## src/rtl/sw_bank_pkg.sv

```systemverilog
// Shared sizing and payload types for the packet-buffer bank controller.
package sw_bank_pkg;

    localparam int unsigned NP         = 4;
    localparam int unsigned DATA_WIDTH = 32;
    localparam int unsigned DEPTH      = 4608;
    localparam int unsigned AW         = $clog2(DEPTH);
    localparam int unsigned PW         = (NP > 1) ? $clog2(NP) : 1;

    typedef logic [PW-1:0]         port_idx_t;
    typedef logic [AW-1:0]         addr_t;
    typedef logic [DATA_WIDTH-1:0] data_t;

    // Registered drive for the SRAM write port
    typedef struct packed {
        logic  we;
        addr_t addr;
        data_t data;
    } sram_wr_t;

    // Registered drive for the SRAM read port
    typedef struct packed {
        logic  re;
        addr_t addr;
    } sram_rd_t;

endpackage

```

## src/rtl/rr_arbiter.sv

```systemverilog
// Round-robin arbiter: combinational one-hot grant, pointer advances past the winner.
module rr_arbiter #(
    parameter int unsigned N = 4
) (
    input  logic         i_clk,
    input  logic         i_rst_n,
    input  logic [N-1:0] i_req,
    output logic [N-1:0] o_gnt
);

    localparam int unsigned PW = (N > 1) ? $clog2(N) : 1;

    logic [PW-1:0] ptr;
    logic [PW-1:0] ptr_nxt;
    logic          found;
    int unsigned   idx;

    // Search upward from the pointer with wrap; first requester wins
    always_comb begin
        o_gnt   = '0;
        ptr_nxt = ptr;
        found   = 1'b0;
        idx     = 0;
        for (int unsigned i = 0; i < N; i++) begin
            idx = (32'(ptr) + i) % N;
            if (!found && i_req[PW'(idx)]) begin
                found            = 1'b1;
                o_gnt[PW'(idx)]  = 1'b1;
                ptr_nxt          = PW'((idx + 1) % N);
            end
        end
    end

    always_ff @(posedge i_clk or negedge i_rst_n) begin
        if (!i_rst_n) begin
            ptr <= '0;
        end else begin
            ptr <= ptr_nxt;
        end
    end

endmodule

```

## src/rtl/sram_bank_ctrl.sv

```systemverilog
// Arbitrates NP writers and NP readers onto one simple-dual-port SRAM bank,
// with read-after-write forwarding on a same-cycle address collision.
module sram_bank_ctrl
    import sw_bank_pkg::*;
(
    input  logic                     i_clk,
    input  logic                     i_rst_n,
    input  logic [NP-1:0]            i_wr_req,
    input  logic [NP*AW-1:0]         i_wr_addr,
    input  logic [NP*DATA_WIDTH-1:0] i_wr_data,
    output logic [NP-1:0]            o_wr_gnt,
    input  logic [NP-1:0]            i_rd_req,
    input  logic [NP*AW-1:0]         i_rd_addr,
    output logic [NP-1:0]            o_rd_gnt,
    output logic [NP-1:0]            o_rd_valid,
    output logic [DATA_WIDTH-1:0]    o_rd_data,
    output logic                     o_sram_write,
    output logic [AW-1:0]            o_sram_addr_wr,
    output logic [DATA_WIDTH-1:0]    o_sram_data,
    output logic                     o_sram_read,
    output logic [AW-1:0]            o_sram_addr_r,
    input  logic [DATA_WIDTH-1:0]    i_sram_data
);

    logic [NP-1:0] wr_gnt;
    logic [NP-1:0] rd_gnt;
    addr_t         wr_addr_sel;
    data_t         wr_data_sel;
    addr_t         rd_addr_sel;

    sram_wr_t      wr_q;
    sram_rd_t      rd_q;
    logic [NP-1:0] rd_tag;
    logic [NP-1:0] rd_valid_q;
    logic          byp_hit;
    data_t         byp_data;

    rr_arbiter #(.N(NP)) u_wr_arb (
        .i_clk   (i_clk),
        .i_rst_n (i_rst_n),
        .i_req   (i_wr_req),
        .o_gnt   (wr_gnt)
    );

    rr_arbiter #(.N(NP)) u_rd_arb (
        .i_clk   (i_clk),
        .i_rst_n (i_rst_n),
        .i_req   (i_rd_req),
        .o_gnt   (rd_gnt)
    );

    // One-hot grant selects the winning port's address/data
    always_comb begin
        wr_addr_sel = '0;
        wr_data_sel = '0;
        rd_addr_sel = '0;
        for (int unsigned k = 0; k < NP; k++) begin
            if (wr_gnt[k]) begin
                wr_addr_sel = i_wr_addr[k*AW +: AW];
                wr_data_sel = i_wr_data[k*DATA_WIDTH +: DATA_WIDTH];
            end
            if (rd_gnt[k]) begin
                rd_addr_sel = i_rd_addr[k*AW +: AW];
            end
        end
    end

    // SRAM drive, read-tag pipe and bypass capture
    always_ff @(posedge i_clk or negedge i_rst_n) begin
        if (!i_rst_n) begin
            wr_q       <= '0;
            rd_q       <= '0;
            rd_tag     <= '0;
            rd_valid_q <= '0;
            byp_hit    <= 1'b0;
            byp_data   <= '0;
        end else begin
            wr_q.we <= |wr_gnt;
            if (|wr_gnt) begin
                wr_q.addr <= wr_addr_sel;
                wr_q.data <= wr_data_sel;
            end
            rd_q.re <= |rd_gnt;
            if (|rd_gnt) begin
                rd_q.addr <= rd_addr_sel;
            end
            rd_tag     <= rd_gnt;
            rd_valid_q <= rd_tag;
            // SRAM returns pre-write contents on a collision, so forward the write word
            byp_hit    <= wr_q.we && rd_q.re && (wr_q.addr == rd_q.addr);
            byp_data   <= wr_q.data;
        end
    end

    assign o_wr_gnt       = wr_gnt;
    assign o_rd_gnt       = rd_gnt;
    assign o_sram_write   = wr_q.we;
    assign o_sram_addr_wr = wr_q.addr;
    assign o_sram_data    = wr_q.data;
    assign o_sram_read    = rd_q.re;
    assign o_sram_addr_r  = rd_q.addr;
    assign o_rd_valid     = rd_valid_q;
    assign o_rd_data      = byp_hit ? byp_data : i_sram_data;

endmodule

```

## config.mk

```make
export PLATFORM = sky130hd
export DESIGN_NAME = sram_bank_ctrl
export DESIGN_NICKNAME = d
export VERILOG_FILES = /design/src/rtl/sw_bank_pkg.sv /design/src/rtl/rr_arbiter.sv /design/src/rtl/sram_bank_ctrl.sv
export SDC_FILE = /design/constraint.sdc
export NUM_CORES = 1
export LEC_CHECK = 0
export BUFFER_PORTS_ARGS = -buffer_cell sky130_fd_sc_hd__buf_2
export CORE_AREA = 4 4 146 148
export CTS_CLUSTER_DIAMETER = 30
export CTS_CLUSTER_SIZE = 12
export DETAILED_ROUTE_END_ITERATION = 12
export DIE_AREA = 0 0 150 152
export HOLD_SLACK_MARGIN = 0.05
export PLACE_DENSITY_LB_ADDON = 0.08
export REMOVE_ABC_BUFFERS = 1
export SYNTH_ARGS = -nofsm -noshare
export SYNTH_HDL_FRONTEND = slang
export SYNTH_HIERARCHICAL = 1
export SYNTH_SLANG_ARGS = --single-unit
```

## constraint.sdc

```tcl
create_clock -name i_clk -period 4.3 [get_ports i_clk]
set_input_delay 0.645 -clock i_clk [delete_from_list [all_inputs] [get_ports i_clk]]
set_output_delay 0.645 -clock i_clk [all_outputs]
set_load 0.05 [all_outputs]
```

# Word-level counts from Yosys, hierarchy flattened
# Cells that the tools add are included.
[op_classes] add_sub_neg=12 order_cmp=16 eq_ne=1 n_mux=67 n_bitwise=6 reduce_logical=26
[op_table] operator="2-to-1 mux 32 bit" count=5
[op_table] operator="2-to-1 mux 13 bit" count=8
[op_table] operator="2-to-1 mux 4 bit" count=8
[op_table] operator="less-than comparator 2 x 3 -> 1 bit (second input constant)" count=8
[op_table] operator="OR 4 bit" count=6
[op_table] operator="2-to-1 mux 1 bit" count=22
[op_table] operator="adder 2 x 1 -> 2 bit (second input constant)" count=8
[op_table] operator="binary-select mux 1 bit (select 2 bit)" count=8
[op_table] operator="demux 1 bit (select 2 bit)" count=8
[op_table] operator="greater-or-equal comparator 2 x 1 -> 1 bit (second input constant)" count=8
[op_table] operator="logical AND 1 bit" count=16
[op_table] operator="2-to-1 mux 2 bit" count=8
[op_table] operator="equality test 13 bit" count=1
[op_table] operator="adder 2 bit (second input constant)" count=4
[op_table] operator="nonzero test 4 bit" count=2
[op_table] operator="OR reduction 4 bit" count=2
[op_table] operator="logical NOT 1 bit" count=6
[word_totals] reg_bits=105 input_bits=274 out_inout_bits=104 wordCells=139

# Logic depth before layout (Yosys ltp)
# Gate-level depths: netlist of run 1.
[logic_depth] ltp_word=16 ltp_mapped=13 mapped_depth_nobuf=9

# Cells and area by module
# The synthesis of run 1 kept the hierarchy.
[modules_own_cells] mod="sram_bank_ctrl" instances=1 cells_each=620 area_each_um2=5690.5 seq_area_each_um2=2527.4
[modules_own_cells] mod="rr_arbiter" instances=2 cells_each=48 area_each_um2=452.9 seq_area_each_um2=50.0

# Worst setup path after synthesis of run 1
# OpenSTA, ideal clock, no wires.
[synth_path] path_type="register -> register" startpoint="register u_wr_arb.ptr[1]" endpoint="register wr_q, in the netlist o_sram_addr_wr[0]" setup_time_ns=0.082 arrival_time_ns=3.834 t_required_ns=4.218 path_slack_ns=0.384 stages_incl_launch_ff=13 path_buffers=3 period_less_slack_ns=3.916 path_cell_list="dfrtp_1 clkbuf_1 inv_1 ha_1 mux4_2 nor2b_4 a221oi_1 o21ai_1 buf_2 clkbuf_1 a21oi_1 a221o_1 a31oi_1"
[synth_via] word_cells_on_any_way=52 classes_between="3 x add/sub; 8 x order compare; 27 x mux; 3 x bitwise; 11 x reduce/logical"
[synth_rtl] element="from (decl)" line_no="rr_arbiter.sv:13" source="logic [PW-1:0] ptr;"
[synth_rtl] element="from (signal assigned)" line_no="rr_arbiter.sv:38" source="ptr <= ptr_nxt;"
[synth_rtl] element="branches (longest 11 deep; another with less-than comparator 2 x 3 -> 1 bit)"
[synth_rtl] element="2-to-1 mux 4 bit *" line_no="rr_arbiter.sv:26" source="if (!found && i_req[PW'(idx)]) begin"
[synth_rtl] element="via o_wr_gnt[1]" line_no="sram_bank_ctrl.sv:11" source="output logic [NP-1:0] o_wr_gnt,"
[synth_rtl] element="2-to-1 mux 13 bit (3 in series)" line_no="sram_bank_ctrl.sv:58" source="if (wr_gnt[k]) begin"
[synth_rtl] element="to (decl)" line_no="sram_bank_ctrl.sv:31" source="sram_wr_t wr_q;"
# Mark *: on every way through the listed nets, which the timed path passes. The select of a mux whose other input is x is not followed.
# A chain may end at the register's enable or synchronous reset.

# Final worst setup path of run 1
[layout_path] startpoint="register u_wr_arb.ptr[0]" endpoint="output port o_wr_gnt[0]"
[layout_via] elab_chain_len=12 word_cells_on_any_way=47 classes_between="3 x add/sub; 8 x order compare; 23 x mux; 3 x bitwise; 10 x reduce/logical"
[layout_rtl] element="branches (longest 11 deep; another with less-than comparator 2 x 3 -> 1 bit)"
[layout_rtl] element="2-to-1 mux 4 bit *" line_no="rr_arbiter.sv:26"
[layout_rtl] element="to (decl)" line_no="sram_bank_ctrl.sv:11"
# Mark *: on every way between the ends. The select of a mux whose other input is x is not followed.

==> results.ini, run 1 <==
[status]
status = complete, no violations

[layout]
final_util_pct = 44.9
diodes = 0
syn2layout_area_growth_pct = 36.5
final_area_sq_um = 9000
nets = 1340
layout-drive-gt1-share_pct = 43.5

[clock_network]
cts.reportedPaths.clkPinSlew_ns = 0.08
clk_latency_ns = 0.35
hold_buffers = 0
htreeDepth = 3
cts_root_buffer = clkbuf_16
post_cts_buffers = 0
cts_resized = 0
tritoncts = done
clkSinkCount = 105
cts_made_buffers = 9
cts_max_path_buffers = 2

[power_and_ir_drop]
leakage_uw = 0.00440
powerDensity_nw_per_um2 = 1080
vdd_ir_drop_max_mv = 0.863

[detailed_routing]
first_iter_violations = 393
vias = 6723
via_per_inst = 5.05
drc = 0
postRouteAntennaNets = 0
drt-wirelength-per-cell_microns = 18.7
finalWirelength_microns = 24900
drtPass1Iterations = 4

[sta]
fin_tns_setup_ns = 0
relSlewSlack_pct = 45.9
fin_crit_sh_pct = 94.1
clock_skew_ns = 0.00998
max_freq_mhz = 247
slew_viol_final = 0
rsz0062_at_grt = no
max_slew.worst_pin.slew_ns = 0.811
finalSetupViolCount = 0
hold_ws_ns = 0.247
hold_viol = 0
period_needed_ns = 4.04

[flow_run]
max-cap-violations = 0

[worst_setup_path]
required_ns = 3.65
end_kind = output port
cp_slowest_cell = mux4_2
startpoint_type = flop
r2r_cells = 10
slowest_delay_ns = 0.65
path_cells = inv_1 > ha_1 > mux4_2 > nor2b_4 > a221oi_1 > o21ai_4 > buf_2
critical_path_arrival_ns = 3.40
critPathMaxFanout = 19
critPathKind = reg -> out

[placement]
post_dp_cell_area_sq_um = 8710
gp_congestion = 0.837
dp_hpwl_microns = 19100
io_buffers = 377

[synth]
synthCells = 716
syn_area_sq_um = 6600
synth_edf_count = 0
avgSynthCellArea_sq_um = 9.21
ys.flop_type = dfrtp_1
synth-seq-cells = 105
ys_types = 31
yosysSeqAreaShare_pct = 39.8
synth-async-reset-ratio_pct = 100
ys.warnings.count = 6

[grt]
grt_max_degree = 57
antenna_found_initial = 6
grt_overflow = 0
track_usage_pct = 20.6
grt_pass1_vias = 6480
grt_pass1_wl_microns = 36900

[floorplan]
die_width_microns = 150
start_util_pct = 32.9
placementRows = 52
die_area_sq_um = 22800
core_area_sq_um = 20000
top_level_ports = 378
die_y_microns = 152

[hold_path]
min_path_type = in -> async

==> placed cells by master, fill, tap and decap left out, types with 2 or more instances in the layout <==
cell type | synthesis | routed
a21oi_1 | 58 | 58
nor3_1 | 2 | 2
dfrtp_1 | 105 | 104
a221oi_1 | 8 | 8
buf_2 | 10 | 376
a221o_1 | 58 | 58
nor2b_1 | 8 | 8
nand3b_1 | 58 | 58
buf_12 | 0 | 4
nand4_1 | 3 | 3
nor4_1 | 5 | 5
a32oi_1 | 2 | 2
mux2_2 | 32 | 32
clkinv_4 | 0 | 3
inv_1 | 64 | 64
mux2i_1 | 4 | 4
nor2_1 | 64 | 64
a31oi_1 | 58 | 58
ha_1 | 10 | 10
o211ai_1 | 2 | 2
clkinvlp_4 | 0 | 2
o21ai_1 | 8 | 2
mux4_2 | 6 | 6
nor2b_4 | 2 | 2
nand2_1 | 68 | 68
nor4b_4 | 2 | 2
clkbuf_16 | 0 | 9
buf_4 | 0 | 16
o21ai_2 | 0 | 2
o21ai_4 | 0 | 4
xnor2_1 | 15 | 15
mux4_1 | 2 | 2
o21ai_0 | 2 | 2
==> cell type report <==
class                      count  area (sq um)
clock inverter                 6          52.6
timing repair buffer         396          2080
clock buffer                  10           239
fill                        2071         11000
tap                          270           338
multi-input combinational    480          3420
inverter                      64           240
sequential                   105          2630
==> synth_stat cells, types with 5 or more instances <==
library cell  count  area, sq um
dfrtp_1         105         2630
nand2_1          68          255
inv_1            64          240
nor2_1           64          240
a21oi_1          58          290
a221o_1          58          581
a31oi_1          58          363
nand3b_1         58          435
clkbuf_1         40          150
mux2_2           32          360
xnor2_1          15          131
buf_6            13          146
buf_2            10         50.1
ha_1             10          125
a221oi_1          8         70.1
nor2b_1           8         50.1
o21ai_1           8         40.0
mux4_2            6          135
nor4_1            5         31.3
==> per-layer routing <==
| metal | vias to the layer above | GRT usage [%] | wire (microns) |
|---|---|---|---|
| met5 | - | 0 | 75 |
| met4 | 12 | 5.36 | 394 |
| met3 | 32 | 5.60 | 2060 |
| met2 | 262 | 36.6 | 12600 |
| met1 | 3160 | 24.5 | 9700 |
| li1 | 3257 | - | - |
==> cell families (layout without fill, tap and decap cells) <==
family                   Yosys count  after routing  share of synthesized area, %
multiplexers                      44             44                          8.92
AND/OR/NAND/NOR                  215            215                          17.2
XOR/XNOR                          15             15                          1.99
buffers and inverters            131            476                          9.12
flip-flops                       105            105                          39.8
adder cells (fa/ha/maj)           10             10                          1.90
AO/OA/AOI/OAI                    196            196                          21.0
==> power by group <==
| part | internal (uW) | total [uW] | leakage [uW] | switching [uW] |
|---|---|---|---|---|
| Clock | 417 | 817 | 0.000137 | 400 |
| Combinational | 2460 | 6940 | 0.00302 | 4480 |
| Sequential | 1570 | 1950 | 0.00124 | 379 |
==> registers in the layout (all words and copies together), names as in the netlist <==
register        flops
byp_data           32
byp_hit             1
o_rd_valid          4
o_sram_addr_r      13
o_sram_addr_wr     13
o_sram_data        32
o_sram_read         1
o_sram_write        1
rd_tag              4
u_rd_arb/ptr        2
u_wr_arb/ptr        2
==> critical path, delay by kind of cell, from the launching register on <==
| family | cells | cell delay, ns |
|---|---|---|
| AOI/OAI and AO/OA | 2 | 0.67 |
| muxes | 1 | 0.65 |
| DFF | 1 | 0.59 |
| buffers and inverters | 2 | 0.54 |
| adders and majority gates | 1 | 0.40 |
| and+or+nand+nor | 1 | 0.20 |
==> worst paths after layout <==
path                                  from           endpoint  slack [ns]
max in group asynchronous          i_rst_n  o_sram_addr_wr[7]        3.09
min in group i_clk               rd_tag[1]      o_rd_valid[1]        0.35
hold reg to reg                  rd_tag[1]      o_rd_valid[1]        0.35
hold / removal                     i_rst_n        byp_data[3]        0.25
setup / recovery           u_wr_arb/ptr[0]        o_wr_gnt[0]        0.26
setup reg to reg           u_wr_arb/ptr[0]     o_sram_data[2]        0.59
==> metrics by stage <==
step / std cells / total power [uW] / setup slack [ns]
6_report: 1331 / 9710 / 0.255
3_5_place_dp: 1315 / 8960 / 0.537
5_1_grt: 1331 / 10500 / 0.00899
4_1_cts: 1331 / 9810 / 0.173
2_1_floorplan: 649 / 6930 / -3.36
3_3_place_gp: 1315 / 8920 / 0.602
(Power assumes the default switching activity.)
==> run 2, diff against run 1 <==
- BUFFER_PORTS_ARGS: -buffer_cell sky130_fd_sc_hd__buf_2 -> -buffer_cell sky130_fd_sc_hd__buf_4
==> run 2 against run 1 <==
Worst setup slack worse by 0.00090 ns. Via count shrank 0.71%. Critical path depth rose by 1. Global-route usage increased by 0.24 points. First-iteration DRC count decreased by 28%. Largest power group unchanged. Critical path type unchanged. Non-clock buffer count down 6. Worst hold slack improved by 0.094 ns. Register-to-register slack worse by 0.24 ns.
==> results.ini, run 2 (same netlist as run 1, synthesis figures left out) <==
[layout]
diodes = 0  ; unchanged
syn2layout_area_growth_pct = 49.5
final_cell_mix = buf_4, dfrtp_1, nand2_1
final_area_sq_um = 9860  ; +9.5%
fill_cells = 1973  ; -4.7%
layout-drive-gt1-share_pct = 43.3  ; -0.28 points
final_common_cell = buf_4
nets = 1334  ; -0.45%

[clock_network]
cts_root_buffer = clkbuf_16
clk_latency_ns = 0.35  ; about the same
cts.reportedPaths.clkPinSlew_ns = 0.08  ; about the same
cts_max_path_buffers = 2  ; unchanged
hold_buffers = 0  ; unchanged
clkSinkCount = 105  ; unchanged
cts_made_buffers = 9  ; unchanged
post_cts_buffers = 0  ; unchanged
tritoncts = done
htreeDepth = 3  ; unchanged

[placement]
pre_cts_slack_ns = 0.263  ; -0.274 ns
io_buffers = 377  ; unchanged
dp_hpwl_microns = 19100  ; -0.37%
gp_congestion = 0.799  ; -4.5%
post_dp_cell_area_sq_um = 9580  ; +10%

[detailed_routing]
first_iter_violations = 283  ; -28%
vias = 6675  ; -0.71%
drc = 0  ; unchanged
finalWirelength_microns = 25000  ; +0.50%
postRouteAntennaNets = 0  ; unchanged
via_per_inst = 5.04  ; -0.19%
drtPass1Iterations = 4  ; unchanged
drt-wirelength-per-cell_microns = 18.9  ; +1.0%

[sta]
period_needed_ns = 4.05  ; +0.000905 ns
hold_viol = 0  ; unchanged
relSlewSlack_pct = 37.0  ; -9.0 points
rsz0062_at_grt = no
max_freq_mhz = 247  ; about the same
clock_skew_ns = 0.0120  ; +0.00202 ns
slew_viol_final = 0  ; unchanged
fin_crit_sh_pct = 94.1  ; about the same
max_slew.worst_pin.slew_ns = 0.946  ; +0.135 ns
setup_slack_ns = 0.254  ; -0.000905 ns
finalSetupViolCount = 0  ; unchanged

[worst_setup_path]
r2r_start = u_wr_arb/ptr[1]
required_ns = 3.65  ; about the same
end_kind = output port
critPathKind = reg -> out
critical_path_arrival_ns = 3.40  ; about the same
critPathMaxFanout = 85  ; +66
startpoint_type = flop
crit_path_start = u_wr_arb/ptr[1]

[grt]
grt_max_degree = 92  ; +61%
grt_pass1_wl_microns = 37500  ; +1.7%
grt_pass1_vias = 6589  ; +1.7%
track_usage_pct = 20.9  ; +0.24 points
grt_overflow = 0  ; unchanged
antenna_found_initial = 0  ; -6

[status]
status = complete, no violations

[floorplan]
start_util_pct = 32.9  ; unchanged
die_area_sq_um = 22800  ; unchanged
die_y_microns = 152  ; unchanged
die_width_microns = 150  ; unchanged
top_level_ports = 378  ; unchanged
placementRows = 52  ; unchanged
core_area_sq_um = 20000  ; unchanged

[power_and_ir_drop]
powerDensity_nw_per_um2 = 999  ; -7.3%
vdd_ir_drop_max_mv = 0.871  ; +0.93%
leakage_uw = 0.00468  ; +6.2%

[hold_path]
min_path_type = in -> async

[flow_run]
max-cap-violations = 0  ; unchanged

## run 2: through the flow
step	instances	TNS [ns]	total power [uW]	hold WS, ns	utilization [%]
3_5_place_dp	1309	0	9140	0.335	47.8
4_1_cts	1324	0	9980	0.351	49.2
3_3_place_gp	1309	0	9080	0.332	47.8
2_1_floorplan	649	-161.47	6930	0.331	-
5_1_grt	1324	0	10600	0.354	49.2
6_report	1324	0	9860	0.341	49.2
## run 2: cell type report
type                    count  area [sq um]  share of cell area [%]
clock inverters             6          52.6                   0.533
multi-input cells         480          3420                    34.7
flip-flops and latches    105          2630                    26.7
clock buffers               9           225                    2.28
inverters                  64           240                    2.44
well taps                 270           338                    3.43
repair buffers            390          2950                    29.9
## run 2: power breakdown
group          leakage (uW)  switching (uW)  total, uW  internal [uW]
logic               0.00331            4430       7080           2650
registers           0.00124             400       1970           1570
clock network      0.000130             403        802            400
total               0.00468            5230       9860           4620
## run 2: final timing paths
path	to	slack, ns	depth (start not counted)
worst max-delay path	o_wr_gnt[2]	0.25	8
worst min-delay path	byp_data[3]	0.34	1
worst max register to register	o_sram_addr_wr[11]	0.35	8
worst min register to register	o_rd_valid[3]	0.35	0
max in group asynchronous	o_sram_addr_wr[11]	3.19	2
min in group i_clk	o_rd_valid[3]	0.35	0
## run 2: per-layer routing
metal | vias to the layer above | track usage (%) | wire, microns
li1 | 3246 | - | -
met1 | 3139 | 24.9 | 9790
met2 | 255 | 35.5 | 12200
met3 | 35 | 6.32 | 2350
met4 | 0 | 7.45 | 676
met5 | - | 0 | 0
## run 2: worst max-delay path, stage by stage, from the launching register on
cell	delay, ns
dfrtp_1	0.55
inv_1	0.11
ha_1	0.38
mux4_2	0.65
nor4b_4	0.39
nand2_1	0.14
o21ai_4	0.14
buf_12	0.37
buf_4	0.27
## run 2: repair_timing
| action | 4_1_cts | 5_1_grt |
|---|---|---|
| gates resized for setup | 0 | 1 |
| endpoints found under the setup margin | 0 | 2 |
| endpoints found under the hold margin | 0 | 0 |
==> run 3, diff against run 2 <==
- SETUP_SLACK_MARGIN: default -> 0.3
==> run 3 against run 2 <==
Combinational power is 4.4% higher. Die area stayed put. Design area is 1.0% higher. Largest cell class unchanged. Highest routed layer unchanged.
==> results.ini, run 3 (same netlist as run 1, synthesis figures left out) <==
[flow_run]
max-cap-violations = 0  ; unchanged

[layout]
nets = 1340  ; +0.45%
layout-drive-gt1-share_pct = 43.9  ; +0.60 points
final_util_pct = 49.7  ; +0.50 points
fill_cells = 1967  ; -0.30%
syn2layout_area_growth_pct = 51.0
final_cell_mix = buf_4, dfrtp_1, nand2_1
regArea_sq_um = 2630  ; +0.14%
final_common_cell = buf_4
diodes = 0  ; unchanged
final_area_sq_um = 9960  ; +1.0%
multiInputGateArea_sq_um = 3440  ; +0.58%

[placement]
dp_hpwl_microns = 19100  ; unchanged
gp_congestion = 0.799  ; unchanged
post_dp_cell_area_sq_um = 9580  ; unchanged
io_buffers = 377  ; unchanged

[grt]
grt_use_met1_pct = 25.4  ; +0.51 points
busiest_layer = met2
track_usage_pct = 21.3  ; +0.43 points
grt_pass1_wl_microns = 38200  ; +1.9%
grt_pass1_vias = 6678  ; +1.4%
met3_usage_pct = 6.34  ; +0.030 points
grt_util_met2_pct = 36.1  ; +0.64 points
grt_overflow = 0  ; unchanged
grt_max_degree = 92  ; unchanged
antenna_found_initial = 0  ; unchanged

[worst_setup_path]
r2r_start = u_wr_arb/ptr[0]
critPathKind = reg -> out
r2r-end = o_sram_data[22]
end_kind = output port
critical_path_arrival_ns = 3.22  ; -0.18 ns
rrSetupSlack_ns = 0.49  ; +0.14 ns
startpoint_type = flop
crit_path_start = u_wr_arb/ptr[0]
crit_end = o_wr_gnt[3]
critPathMaxFanout = 12  ; -86%
r2r_cells = 8  ; unchanged
required_ns = 3.65  ; about the same

[detailed_routing]
postRouteAntennaNets = 0  ; unchanged
drt-wirelength-per-cell_microns = 19.7  ; +4.6%
finalWirelength_microns = 26300  ; +5.1%
drc = 0  ; unchanged
vias = 6767  ; +1.4%
first_iter_violations = 289  ; +2.1%
drtPass1Iterations = 5  ; +1
via_per_inst = 5.09  ; +0.92%

[status]
status = complete, no violations

[clock_network]
tritoncts = done
htreeDepth = 3  ; unchanged
cts_made_buffers = 9  ; unchanged
hold_buffers = 0  ; unchanged
cts_root_buffer = clkbuf_16
clkSinkCount = 105  ; unchanged
clk_latency_ns = 0.35  ; about the same
cts.reportedPaths.clkPinSlew_ns = 0.08  ; about the same
cts_max_path_buffers = 2  ; unchanged

[sta]
slew_viol_final = 0  ; unchanged
rsz0062_at_grt = no
hold_viol = 0  ; unchanged
max_freq_mhz = 258  ; +4.6%
finalSetupViolCount = 0  ; unchanged
period_needed_ns = 3.87  ; -0.177 ns
relSlewSlack_pct = 42.2  ; +5.2 points
fin_crit_sh_pct = 90.0  ; -4.1 points
max_slew.worst_pin.slew_ns = 0.868  ; -0.0779 ns
clock_skew_ns = 0.0116  ; -0.000453 ns

[floorplan]
die_width_microns = 150  ; unchanged
top_level_ports = 378  ; unchanged
core_area_sq_um = 20000  ; unchanged
die_y_microns = 152  ; unchanged
die_area_sq_um = 22800  ; unchanged
placementRows = 52  ; unchanged
start_util_pct = 32.9  ; unchanged

[power_and_ir_drop]
leakage_uw = 0.00472  ; +0.95%
vdd_ir_drop_max_mv = 0.869  ; -0.24%
powerDensity_nw_per_um2 = 1020  ; +2.2%

[hold_path]
min_path_type = in -> async

run 3: worst min-delay path by stage:
stage	slack [ns]	endpoint	startpoint	depth (start not counted)
floorplan	0.33	o_rd_valid[0]	rd_tag[0]	0
finish	0.34	byp_data[3]	i_rst_n	1
global route	0.35	o_rd_valid[1]	rd_tag[1]	0
CTS	0.35	byp_data[3]	i_rst_n	1
detailed placement	0.33	o_rd_valid[1]	rd_tag[1]	0
global placement	0.33	o_rd_valid[1]	rd_tag[1]	0
run 3: final cells by class:
cell class              count  share of cell area [%]
clock inverters             6                   0.528
flip-flops and latches    105                    26.4
repair buffers            394                    30.4
inverters                  64                    2.41
multi-input cells         482                    34.6
clock buffers               9                    2.26
well taps                 270                    3.39
run 3: through the flow:
| step | power, uW | setup slack [ns] | instances | hold slack [ns] | setup TNS [ns] |
|---|---|---|---|---|---|
| floorplan | 6930 | -3.36 | 649 | 0.331 | -161.47 |
| global placement | 9080 | 0.402 | 1309 | 0.332 | 0 |
| detailed placement | 9140 | 0.263 | 1309 | 0.335 | 0 |
| CTS | 10100 | 0.308 | 1325 | 0.351 | 0 |
| global route | 10900 | 0.282 | 1330 | 0.354 | 0 |
| finish | 10200 | 0.432 | 1330 | 0.338 | 0 |
run 3: worst max-delay path, stage by stage (launching register included):
cell and delay (ns):
dfrtp_2 0.50, inv_1 0.13, ha_1 0.38, mux4_2 0.65, a221oi_1 0.69, o21ai_4 0.24, buf_4 0.27
run 3: layer usage:
metal  wire (microns)  part of all wire [%]
met1            10500                    40
met2            12800                    49
met3             2250                   8.6
met4              750                   2.9
met5                0                     0
run 3: where the power goes:
| part | internal [uW] | leakage (uW) | switching (uW) |
|---|---|---|---|
| Sequential | 1580 | 0.00124 | 399 |
| Clock | 400 | 0.000130 | 408 |
| Combinational | 2800 | 0.00335 | 4600 |
| Total | 4770 | 0.00472 | 5400 |
run 3: repair_timing:
action,4_1_cts,5_1_grt
cloned,1,3
buffers inserted,0,2
endpoints found under the hold margin,0,0
pin swaps,0,4
setup endpoints to repair,48,53
gates resized for setup,1,5
